<file path="config.mk">
export PLATFORM = sky130hd
export DESIGN_NAME = dvp_pixel_tx
export DESIGN_NICKNAME = d
export VERILOG_FILES = /design/src/rtl/dvp_pkg.sv /design/src/rtl/dvp_tx_timing.sv /design/src/rtl/dvp_pixel_tx.sv
export SDC_FILE = /design/constraint.sdc
export NUM_CORES = 1
export LEC_CHECK = 0
export BUFFER_PORTS_ARGS = -buffer_cell sky130_fd_sc_hd__buf_4
export CAP_MARGIN = 0
export CORE_ASPECT_RATIO = 1.25
export CORE_MARGIN = 1.5
export CORE_UTILIZATION = 40
export CTS_BUF_LIST = sky130_fd_sc_hd__clkbuf_16
export DETAILED_ROUTE_END_ITERATION = 16
export PLACE_DENSITY = 0.7
export RECOVER_POWER = 25
export SKIP_LAST_GASP = 1
export SYNTH_ARGS = -nofsm -noshare
export SYNTH_HDL_FRONTEND = slang
export SYNTH_HIERARCHICAL = 1
export SYNTH_SLANG_ARGS = --single-unit
</file>
<file path="constraint.sdc">
create_clock -name clk -period 3.9 [get_ports clk]
set_input_delay 0.975 -clock clk [delete_from_list [all_inputs] [get_ports clk]]
set_output_delay 0.975 -clock clk [all_outputs]
set_load 0.02 [all_outputs]
</file>
<file path="src/rtl/dvp_pkg.sv">
// dvp_pkg: shared DVP types, underrun fill value and colour-bar constants.
// Bar colours are also used by the capture-side checker.
package dvp_pkg;

  typedef enum logic [1:0] {
    IDLE,
    VBLANK,
    ACTIVE,
    HBLANK
  } dvp_state_e;

  localparam logic [15:0] UNDERRUN_PIXEL = 16'h0000;

  localparam logic [15:0] BAR_WHITE   = 16'hFFFF;
  localparam logic [15:0] BAR_YELLOW  = 16'hFFE0;
  localparam logic [15:0] BAR_CYAN    = 16'h07FF;
  localparam logic [15:0] BAR_GREEN   = 16'h07E0;
  localparam logic [15:0] BAR_MAGENTA = 16'hF81F;
  localparam logic [15:0] BAR_RED     = 16'hF800;
  localparam logic [15:0] BAR_BLUE    = 16'h001F;
  localparam logic [15:0] BAR_BLACK   = 16'h0000;

  function automatic logic [15:0] bar_colour(
    input logic [2:0] idx
  );
    logic [15:0] c;
    unique case (idx)
      3'd0: c = BAR_WHITE;
      3'd1: c = BAR_YELLOW;
      3'd2: c = BAR_CYAN;
      3'd3: c = BAR_GREEN;
      3'd4: c = BAR_MAGENTA;
      3'd5: c = BAR_RED;
      3'd6: c = BAR_BLUE;
      3'd7: c = BAR_BLACK;
    endcase
    return c;
  endfunction

endpackage

</file>
<file path="src/rtl/dvp_tx_timing.sv">
// dvp_tx_timing: pclk divider, tick strobes and frame/line FSM.
// State and counters advance only on ticks (pclk falling).
module dvp_tx_timing
  import dvp_pkg::*;
#(
  parameter int H_ACTIVE     = 320,
  parameter int V_ACTIVE     = 240,
  parameter int H_BLANK      = 16,
  parameter int VBLANK_LINES = 2,
  parameter int PCLK_DIV     = 2,
  localparam int LINE = 2 * H_ACTIVE + H_BLANK,
  localparam int BW   = $clog2(LINE)
) (
  input  logic          clk,
  input  logic          rst,
  input  logic          enable_i,
  output logic          pclk_o,
  output logic          tick_o,
  output logic          pre_tick_o,
  output dvp_state_e    state_o,
  output dvp_state_e    state_d_o,
  output logic [BW-1:0] byte_d_o,
  output logic          frame_end_o
);

  localparam int HALF = PCLK_DIV / 2;
  localparam int DW   = (HALF > 1) ? $clog2(HALF) : 1;
  localparam int PRE  = (HALF > 1) ? HALF - 2 : 0;
  localparam int LT   = V_ACTIVE + VBLANK_LINES;
  localparam int LW   = (LT > 1) ? $clog2(LT) : 1;

  logic [DW-1:0] div_q;
  logic          pclk_q;
  dvp_state_e    state_q, state_d;
  logic [BW-1:0] byte_q, byte_d;
  logic [LW-1:0] line_q, line_d;
  logic          frame_end;

  assign pclk_o      = pclk_q;
  assign tick_o      = pclk_q && (div_q == DW'(HALF - 1));
  assign pre_tick_o  = (HALF == 1) ? !pclk_q
                     : (pclk_q && (div_q == DW'(PRE)));
  assign state_o     = state_q;
  assign state_d_o   = state_d;
  assign byte_d_o    = byte_d;
  assign frame_end_o = frame_end;

  // pclk divider, free-running whenever out of reset
  always_ff @(posedge clk) begin
    if (!rst) begin
      div_q  <= '0;
      pclk_q <= 1'b0;
    end else if (div_q == DW'(HALF - 1)) begin
      div_q  <= '0;
      pclk_q <= !pclk_q;
    end else begin
      div_q <= div_q + 1'b1;
    end
  end

  // state and counters, committed on ticks only
  always_ff @(posedge clk) begin
    if (!rst) begin
      state_q <= IDLE;
      byte_q  <= '0;
      line_q  <= '0;
    end else if (tick_o) begin
      state_q <= state_d;
      byte_q  <= byte_d;
      line_q  <= line_d;
    end
  end

  // next state; counters reload on every state change
  always_comb begin
    state_d   = state_q;
    byte_d    = byte_q + 1'b1;
    line_d    = line_q;
    frame_end = 1'b0;
    unique case (state_q)
      IDLE: begin
        byte_d = '0;
        line_d = '0;
        if (enable_i) state_d = VBLANK;
      end
      VBLANK: begin
        if (!enable_i) begin
          state_d = IDLE;
          byte_d  = '0;
          line_d  = '0;
        end else if (byte_q == BW'(LINE - 1)) begin
          byte_d = '0;
          if (line_q == LW'(VBLANK_LINES - 1)) begin
            state_d = ACTIVE;
            line_d  = '0;
          end else begin
            line_d = line_q + 1'b1;
          end
        end
      end
      ACTIVE: begin
        if (byte_q == BW'(2 * H_ACTIVE - 1)) begin
          state_d = HBLANK;
          byte_d  = '0;
        end
      end
      HBLANK: begin
        if (byte_q == BW'(H_BLANK - 1)) begin
          byte_d = '0;
          if (line_q == LW'(V_ACTIVE - 1)) begin
            frame_end = 1'b1;
            line_d    = '0;
            state_d   = enable_i ? VBLANK : IDLE;
          end else begin
            state_d = ACTIVE;
            line_d  = line_q + 1'b1;
          end
        end
      end
      default: begin
        state_d = IDLE;
        byte_d  = '0;
        line_d  = '0;
      end
    endcase
  end

endmodule

</file>
<file path="src/rtl/dvp_pixel_tx.sv">
// dvp_pixel_tx: 16-bit pixel stream to DVP pclk/vsync/href/data.
// Optional colour bars via DVP_TX_TEST_PATTERN_EN.
module dvp_pixel_tx
  import dvp_pkg::*;
#(
  parameter int H_ACTIVE     = 320,
  parameter int V_ACTIVE     = 240,
  parameter int H_BLANK      = 16,
  parameter int VBLANK_LINES = 2,
  parameter int PCLK_DIV     = 2
) (
  input  logic        clk,
  input  logic        rst,
  input  logic        enable,
  input  logic        pix_valid,
  input  logic [15:0] pix_data,
`ifdef DVP_TX_TEST_PATTERN_EN
  input  logic        pattern_sel,
`endif
  output logic        pix_ready,
  output logic        pclk,
  output logic        vsync,
  output logic        href,
  output logic [7:0]  data,
  output logic        frame_done,
  output logic        underrun,
  output logic        busy
);

  localparam int LINE = 2 * H_ACTIVE + H_BLANK;
  localparam int BW   = $clog2(LINE);

  if (PCLK_DIV < 2 || (PCLK_DIV % 2) != 0 ||
      H_ACTIVE == 0 || V_ACTIVE == 0) begin : g_param_err
    $error("dvp_pixel_tx: illegal parameters");
  end

  logic          tick, pre_tick, frame_end, load, pat;
  dvp_state_e    state_q, state_d;
  logic [BW-1:0] byte_d;
  logic [15:0]   pix_q, pix_d, pat_pix;
  logic [7:0]    data_q, data_d;
  logic          frame_done_q, underrun_q, underrun_d;
  logic          enable_q;

  dvp_tx_timing #(
    .H_ACTIVE     (H_ACTIVE),
    .V_ACTIVE     (V_ACTIVE),
    .H_BLANK      (H_BLANK),
    .VBLANK_LINES (VBLANK_LINES),
    .PCLK_DIV     (PCLK_DIV)
  ) u_timing (
    .clk         (clk),
    .rst         (rst),
    .enable_i    (enable),
    .pclk_o      (pclk),
    .tick_o      (tick),
    .pre_tick_o  (pre_tick),
    .state_o     (state_q),
    .state_d_o   (state_d),
    .byte_d_o    (byte_d),
    .frame_end_o (frame_end)
  );

`ifdef DVP_TX_TEST_PATTERN_EN
  logic [2:0] bar_idx;
  assign bar_idx = 3'((32'(byte_d[BW-1:1]) * 32'd8)
                      / 32'(H_ACTIVE));
  assign pat     = pattern_sel;
  assign pat_pix = bar_colour(bar_idx);
`else
  logic unused_byte;
  assign unused_byte = ^byte_d[BW-1:1];
  assign pat         = 1'b0;
  assign pat_pix     = UNDERRUN_PIXEL;
`endif

  // fetch a pixel one clk ahead of each even-byte tick
  assign load = pre_tick && (state_d == ACTIVE) && !byte_d[0];

  assign pix_ready  = load && !pat;
  assign vsync      = (state_q == ACTIVE) || (state_q == HBLANK);
  assign href       = (state_q == ACTIVE);
  assign busy       = (state_q != IDLE);
  assign data       = data_q;
  assign frame_done = frame_done_q;
  assign underrun   = underrun_q;

  // pixel capture, byte mux and sticky underrun
  always_comb begin
    pix_d      = pix_q;
    data_d     = data_q;
    underrun_d = underrun_q;
    if (enable && !enable_q) underrun_d = 1'b0;
    if (load) begin
      if (pat) begin
        pix_d = pat_pix;
      end else if (pix_valid) begin
        pix_d = pix_data;
      end else begin
        pix_d      = UNDERRUN_PIXEL;
        underrun_d = 1'b1;
      end
    end
    if (tick) begin
      if (state_d != ACTIVE) data_d = 8'h00;
      else if (byte_d[0])    data_d = pix_q[7:0];
      else                   data_d = pix_q[15:8];
    end
  end

  // output and pixel registers
  always_ff @(posedge clk) begin
    if (!rst) begin
      pix_q        <= '0;
      data_q       <= '0;
      frame_done_q <= 1'b0;
      underrun_q   <= 1'b0;
      enable_q     <= 1'b0;
    end else begin
      pix_q        <= pix_d;
      data_q       <= data_d;
      frame_done_q <= tick && frame_end;
      underrun_q   <= underrun_d;
      enable_q     <= enable;
    end
  end

endmodule

</file>
After elaboration in Yosys (flattened, before gate mapping)
Index checks and enable logic that the tools add are counted.
{"block": "totals", "regBits": 49, "inputBits": 20, "out_inout_bits": 15, "wordCells": 69}
{"block": "classes", "n_addsub": 3, "eq_ne": 12, "n_mux": 29, "bitwise_logic": 1, "n_reduce_logical": 14}
{"cell": "two-way mux 8 bit", "count": 7}
{"cell": "two-way mux 10 bit", "count": 4}
{"cell": "one-hot mux 10 bit (4 select lines)", "count": 1}
{"cell": "one-hot mux 8 bit (3 select lines)", "count": 1}
{"cell": "equality test 10 bit (second input constant)", "count": 2}
{"cell": "two-way mux 16 bit", "count": 1}
{"cell": "two-way mux 2 bit", "count": 7}
{"cell": "adder 10 x 1 -> 10 bit (second input constant)", "count": 1}
{"cell": "equality test 10 x 4 -> 1 bit (second input constant)", "count": 1}
{"cell": "adder 8 x 1 -> 8 bit (second input constant)", "count": 1}
{"cell": "equality test 8 x 1 -> 1 bit (second input constant)", "count": 1}
{"cell": "equality test 8 bit (second input constant)", "count": 1}
{"cell": "one-hot mux 2 bit (4 select lines)", "count": 1}
{"cell": "two-way mux 1 bit", "count": 7}
{"cell": "equality test 2 bit (second input constant)", "count": 3}
{"cell": "logical AND 1 bit", "count": 5}
{"cell": "AND reduction 4 bit", "count": 1}
{"cell": "zero test 1 bit", "count": 3}
{"cell": "inequality test 3 x 2 -> 1 bit (second input constant)", "count": 1}
{"cell": "nonzero test 3 bit", "count": 1}
{"cell": "equality test 2 x 1 -> 1 bit (second input constant)", "count": 1}
{"cell": "zero test 2 bit", "count": 1}
{"cell": "inequality test 2 x 1 -> 1 bit (second input constant)", "count": 1}
{"cell": "inequality test 2 bit (second input constant)", "count": 1}
{"cell": "5 further kinds", "count": 5}

Depth between registers and ports, before layout
Gate-level depths: netlist (run 1).
{"block": "logic_depth", "ltp_word": 9, "depth_mapped": 13, "ltp_nobuf": 9}

Modules after synthesis
Netlist (run 1), hierarchy kept.
{"mod": "dvp_tx_timing", "instances": 1, "cells_per_inst": 188, "area_per_inst_um2": 1466.4, "seq_area_each_um2": 440.4}
{"mod": "dvp_pixel_tx", "instances": 1, "cells_per_inst": 112, "area_per_inst_um2": 1152.4, "seq_area_each_um2": 540.5}

Least setup slack after synthesis (run 1)
No wires, ideal clock.
{"block": "synth_path", "path_type": "input -> output", "startpoint": "input port enable", "endpoint": "output port pix_ready", "arrival_time_ns": 2.578, "required_ns": 2.925, "slack_ns": 0.347, "cell_stages": 10, "path_buffers": 5, "path_cell_list": "a21oi_1 or2_2 buf_2 o21bai_1 buf_2 nor2_1 buf_6 nor4bb_4 buf_6 buf_12"}
{"block": "synth_between", "elab_cells_between_ends": 12, "classes_between": "eq/ne (1); mux (8); reduce/logical (3)"}
{"element": "start, declared", "line": "dvp_pixel_tx.sv:14", "text": "input logic enable,"}
{"element": "two-way mux 10 bit", "line": "dvp_tx_timing.sv:87", "text": "if (!enable_i) begin"}
{"element": "one-hot mux 10 bit (4 select lines)", "line": "dvp_tx_timing.sv:80", "text": "unique case (state_q)"}
{"element": "named net byte_d[0]", "line": "dvp_pixel_tx.sv:40", "text": "logic [BW-1:0] byte_d;"}
{"element": "zero test 1 bit", "line": "dvp_pixel_tx.sv:79", "text": "assign load = pre_tick && (state_d == ACTIVE) && !byte_d[0];"}
{"element": "logical AND 1 bit", "line": "dvp_pixel_tx.sv:79"}
{"element": "end, declared", "line": "dvp_pixel_tx.sv:20", "text": "output logic pix_ready,"}
The timed path passes the listed nets, and every way through them passes these cells.

Final worst setup path (run 1)
{"block": "layout_path", "startpoint": "register u_timing.byte_q[0]", "endpoint": "output port pix_ready"}
{"block": "layout_between", "elab_chain_cells": 7, "elab_cells_between_ends": 18, "classes_between": "add/sub (1); eq/ne (4); mux (10); reduce/logical (3)"}
{"element": "start, declared", "line": "dvp_tx_timing.sv:35", "text": "logic [BW-1:0] byte_q, byte_d;"}
{"element": "start signal, assigned", "line": "dvp_tx_timing.sv:69", "text": "byte_q <= byte_d;"}
{"element": "equality test 10 bit", "line": "dvp_tx_timing.sv:91", "text": "end else if (byte_q == BW'(LINE - 1)) begin"}
{"element": "two-way mux 2 bit", "line": "dvp_tx_timing.sv:91"}
{"element": "two-way mux 2 bit", "line": "dvp_tx_timing.sv:87"}
{"element": "one-hot mux 2 bit (4 select lines) (*)", "line": "dvp_tx_timing.sv:80"}
{"element": "named net state_d[0]", "line": "dvp_pixel_tx.sv:39", "text": "dvp_state_e state_q, state_d;"}
{"element": "equality test 2 bit (*)", "line": "dvp_pixel_tx.sv:79"}
{"element": "logical AND 1 bit (*) (2 in series)", "line": "dvp_pixel_tx.sv:79"}
The timed path passes the listed nets; every way through them passes the cells marked *.

==> impl_metrics.csv, run 1 <==
group,metric,value,unit
critical_path,r2r_cells,8,
critical_path,worstPathMaxFanout,5,
critical_path,max_stage_delay,590,ps
grt,track_usage,16.8,%
power,seqPwrFrac,44.8,%
grt,grt_first_pass_wirelength,9.02,mm
timing,grt_setup_unrepaired,"no",
floorplan,rows,32,
critical_path,critPathSlowestCell,"or4_4",
power,clock_power_share,49.1,%
clocking,cts_tree,"done",
hold_path,holdPathEnd,"pix_q[11]$_SDFFE_PN0P_",
timing,min_period,3640,ps
critical_path,critPathLaunchType,"flip-flop",
status,status,"finished, final reports clean",
clocking,htree_levels,2,
final_layout,diodes,0,
timing,finalMaxSlewViolations,0,
clocking,clk_latency,280,ps
grt,antenna_found_initial,0,
placement,port_buffers,34,
power,internal-power,0.901,mW
clocking,ctsHoldBuffers,0,
grt,grt.overflow.total,0,
grt,grtUsageMet3,3.08,%
detailed_routing,vias,2087,
floorplan,core_area,6130,sq um
power,peakVddDrop,0.223,mV
floorplan,io_pins,35,
critical_path,worstPathCellList,"ha_1 > nand4b_1 > nor2_4 > o22ai_1 > or4_4 > nor4bb_4 > buf_4",
logic_synthesis,yosys_warnings,6,
detailed_routing,via_per_inst,5.37,
logic_synthesis,synth_area,2520,sq um
critical_path,endpoint_kind,"output pin",
detailed_routing,drtIter0Drc,128,
logic_synthesis,syn_inst,283,
grt,use_met1,20.6,%
hold_path,hold_path.class,"flip-flop to flip-flop",
timing,clock_skew,5.07,ps
floorplan,die_h,91.7,microns
timing,finalSetupTns,0,ps
floorplan,die_x,74.0,microns
final_layout,areaGrowthSynthToFinish,15.7,%
critical_path,worstPathArrival,2660,ps
grt,grt_pass1_vias,1956,
clocking,cts_buffer_depth,2,
final_layout,nets,326,
final_layout,mostFrequentLayoutCell,"dfxtp_1",
clocking,root_buffer,"clkbuf_16",
power,switchingPower,0.230,mW
critical_path,worstPathRequired,2920,ps
detailed_routing,wirelength,5.49,mm
power,leakage,0.948,nW
detailed_routing,drtPass1Iterations,4,
power,p_comb_share,6.1,%
clocking,cts.repair.resized,0,
critical_path,reg2reg_slack,1050,ps
timing,finalHoldViolations,0,
clocking,cts_made_buffers,5,
final_layout,drive_above_1_share,16.1,%
power,power_density,388,nW/um^2
placement,place_congestion,0.796,
clocking,post_cts_buffers,0,
hold_path,hold_depth,2,
critical_path,r2r-start,"u_timing/byte_q[0]$_SDFFE_PN0P_",
timing,fin_crit_sh,93.2,%
logic_synthesis,synth_nets,306,
final_layout,final_cell_mix,"dfxtp_1 (49), nand2_1 (33), nand3_1 (26)",
detailed_routing,post_drt_wl_per_cell,14.1,microns
grt,busiest_layer,"met2",
placement,dp_hpwl,3.95,mm
floorplan,die_area,6790,sq um
grt,grtUsageMet2,28.6,%
timing,worst_pin_slew,756,ps
grt,grt_max_degree,52,
flow_run,cap_violations,0,
clocking,clk_pin_slew_worst_paths,60,ps
timing,fmax,275,MHz
hold_path,hold_start,"pix_q[11]$_SDFFE_PN0P_",
detailed_routing,drc,0,
timing,setup_viol,0,
critical_path,worstSetupPathType,"flip-flop to output pin",
detailed_routing,detail-route-antenna-nets,0,
clocking,clkSinkCount,49,
logic_synthesis,syn_area_per_cell,8.90,sq um
timing,holdWs,456,ps
floorplan,initial_core_util,41.1,%
critical_path,timing.rr.end,"pix_q[13]$_SDFFE_PN0P_",
timing,max_slew_margin,48.8,%
power,switching_share,20.3,%
[per-layer routing]
layer | vias to the layer above | wire length, microns
met5 | - | 0
met1 | 978 | 2450
met3 | 4 | 233
met4 | 0 | 53
li1 | 1056 | -
met2 | 49 | 2760
[registers in the layout, indices dropped and copies added (netlist names)]
name,count
enable_q,1
u_timing/div_q,1
data,8
u_timing/byte_q,10
u_timing/pclk_o,1
frame_done,1
pix_q,16
u_timing/state_o,2
u_timing/line_q,8
underrun,1
[cell type report]
class                      count  area [sq um]
clock buffer                   5           125
multi-input combinational    204          1380
timing repair buffer          36           229
inverter                       7          26.3
fill                         614          3210
clock inverter                 3          68.8
tap                           85           106
sequential                    49           981
[worst max-delay path by stage]
stage / depth (start not counted) / endpoint / from / slack, ps
3_5_place_dp: 6 / pix_ready / enable / 420
5_1_grt: 7 / pix_ready / u_timing/byte_q[0]$_SDFFE_PN0P_ / 80
2_1_floorplan: 10 / pix_ready / enable / 450
4_1_cts: 6 / pix_ready / u_timing/state_o[1]$_SDFFE_PN0P_ / 300
6_report: 7 / pix_ready / u_timing/byte_q[0]$_SDFFE_PN0P_ / 260
3_3_place_gp: 6 / pix_ready / enable / 450
[metrics by stage]
stage	instances	area [sq um]	setup slack, ps	power (mW)	utilization [%]
2_1_floorplan	283	2520	451	0.562	-
3_3_place_gp	381	2770	449	0.587	45.2
3_5_place_dp	381	2770	420	0.588	45.2
4_1_cts	389	2960	302	1.14	48.4
5_1_grt	389	2920	84.1	1.18	47.6
6_report	389	2920	265	1.13	47.6
[power groups by stage]
| stage | logic, mW | registers, mW | clock network [mW] |
|---|---|---|---|
| 4_1_cts | 0.0701 | 0.507 | 0.567 |
| 6_report | 0.0693 | 0.507 | 0.555 |
| 2_1_floorplan | 0.0450 | 0.517 | 0 |
| 3_5_place_dp | 0.0699 | 0.518 | 0 |
| 5_1_grt | 0.0757 | 0.507 | 0.593 |
| 3_3_place_gp | 0.0694 | 0.518 | 0 |
[worst max-delay path, delay by kind of cell, from the launching register on]
kind / cells / cell delay (ps)
AO/OA/AOI/OAI: 1 / 140
adder cells (fa/ha/maj): 1 / 210
flip-flops: 1 / 400
buffers and inverters: 1 / 200
AND/OR/NAND/NOR: 4 / 1430
Note: power is estimated with default switching activity, not from simulation.
==> run 2, diff against run 1 <==
- CORE_ASPECT_RATIO: 1.25 -> 1.2
==> impl_metrics.csv, run 2 (synthesis gave the netlist of run 1 again) <==
group,metric,value,unit
final_layout,fill_cells,619,
placement,dp_hpwl,3.90,mm
power,leakage,0.954,nW
detailed_routing,post_drt_wl_per_cell,14.4,microns
floorplan,core_area,6050,sq um
clocking,clk_latency,290,ps
final_layout,diodes,0,
final_layout,mostFrequentLayoutCell,"dfxtp_1",
timing,finalMaxSlewViolations,0,
grt,antenna_found_initial,0,
timing,finalHoldViolations,0,
timing,fmax,281,MHz
floorplan,initial_core_util,41.6,%
flow_run,cap_violations,0,
timing,fin_crit_sh,91.3,%
clocking,cts_buffer_depth,2,
final_layout,nets,326,
final_layout,largest_reg_flops,16,
placement,port_buffers,34,
detailed_routing,vias,2120,
placement,place_congestion,0.832,
final_layout,layoutNonFillerInstCount,386,
grt,track_usage,17.1,%
floorplan,die_h,89.9,microns
grt,grt_pass1_vias,1949,
timing,min_period,3560,ps
critical_path,worstPathArrival,2580,ps
hold_path,hold_path.class,"flip-flop to flip-flop",
critical_path,worstPathRequired,2920,ps
timing,max_slew_margin,47.0,%
clocking,htree_levels,2,
timing,setup_viol,0,
clocking,post_cts_buffers,0,
grt,grt_first_pass_wirelength,9.11,mm
clocking,clk_pin_slew_worst_paths,70,ps
clocking,cts_made_buffers,5,
clocking,cts.repair.resized,0,
critical_path,reg2reg_slack,1150,ps
critical_path,endpoint_kind,"output pin",
floorplan,die_area,6790,sq um
timing,grt_setup_unrepaired,"no",
critical_path,r2r_cells,8,
grt,grt.overflow.total,0,
detailed_routing,drtIter0Drc,80,
hold_path,hold_start,"pix_q[13]$_SDFFE_PN0P_",
timing,clock_skew,5.89,ps
critical_path,cp-startpoint,"u_timing/state_o[1]$_SDFFE_PN0P_",
timing,worst_pin_slew,783,ps
final_layout,final_cell_mix,"dfxtp_1 (49), nand2_1 (33), nand3_1 (26)",
power,power_density,369,nW/um^2
placement,post-place-cells,378,
critical_path,worstPathMaxFanout,15,
final_layout,largest_register,"pix_q",
detailed_routing,detail-route-antenna-nets,0,
detailed_routing,drc,0,
timing,finalSetupTns,0,ps
clocking,root_buffer,"clkbuf_16",
clocking,cts_tree,"done",
critical_path,crit_end,"pix_ready",
critical_path,r2r-start,"u_timing/state_o[1]$_SDFFE_PN0P_",
critical_path,critPathLaunchType,"flip-flop",
floorplan,die_x,75.5,microns
final_layout,drive_above_1_share,15.8,%
floorplan,io_pins,35,
clocking,clkSinkCount,49,
critical_path,timing.rr.end,"pix_q[12]$_SDFFE_PN0P_",
detailed_routing,drtPass1Iterations,4,
detailed_routing,via_per_inst,5.49,
clocking,ctsHoldBuffers,0,
critical_path,worstSetupPathType,"flip-flop to output pin",
detailed_routing,wirelength,5.54,mm
final_layout,reg.largest.list,"pix_q: 16 flops, u_timing/byte_q: 10 flops",
power,peakVddDrop,0.183,mV
status,status,"finished, final reports clean",
floorplan,rows,31,
final_layout,areaGrowthSynthToFinish,14.2,%
grt,grt_max_degree,52,
==> run 2: critical path, stage by stage (launching register included) <==
cell and delay [ps]:
dfxtp_1 630, nand4bb_2 190, a211oi_1 340, or2_2 220, o21bai_1 210, nor2_1 140
nor4bb_4 370, buf_4 200
==> run 2: worst min-delay path by stage <==
stage	depth (start not counted)	slack, ps	endpoint
2_1_floorplan	2	430	pix_q[10]$_SDFFE_PN0P_
3_3_place_gp	2	440	pix_q[11]$_SDFFE_PN0P_
3_5_place_dp	2	450	pix_q[13]$_SDFFE_PN0P_
4_1_cts	2	460	pix_q[13]$_SDFFE_PN0P_
5_1_grt	2	470	pix_q[11]$_SDFFE_PN0P_
6_report	2	460	pix_q[13]$_SDFFE_PN0P_
==> run 2: cell type report <==
cell class / count / area, sq um / area share [%]
clock inverter: 3 / 41.3 / 1.43
inverter: 7 / 26.3 / 0.913
sequential: 49 / 981 / 34.1
multi-input combinational: 204 / 1370 / 47.7
tap: 82 / 103 / 3.57
timing repair buffer: 36 / 229 / 7.96
clock buffer: 5 / 125 / 4.35
==> run 2: metal layers <==
metal	global-route usage, %	share of wire, %
met1	21.7	45
met5	0	0
met4	6.85	1.9
met2	27.9	49
met3	3.48	4.0
==> run 2: report_power, final <==
group	internal, mW	switching, mW	leakage [nW]
Combinational	0.0287	0.0401	0.480
Clock	0.300	0.187	0.0775
Sequential	0.503	0.00365	0.396
==> run 2: metrics by stage <==
stage,hold WS [ps],power [mW],utilization [%],area (sq um),setup WS (ps)
3_3_place_gp,442,0.588,45.7,2770,447
2_1_floorplan,434,0.562,-,2520,451
6_report,457,1.06,47.6,2880,341
3_5_place_dp,448,0.588,45.7,2770,419
5_1_grt,474,1.10,47.6,2880,157
4_1_cts,459,1.07,48.4,2930,370
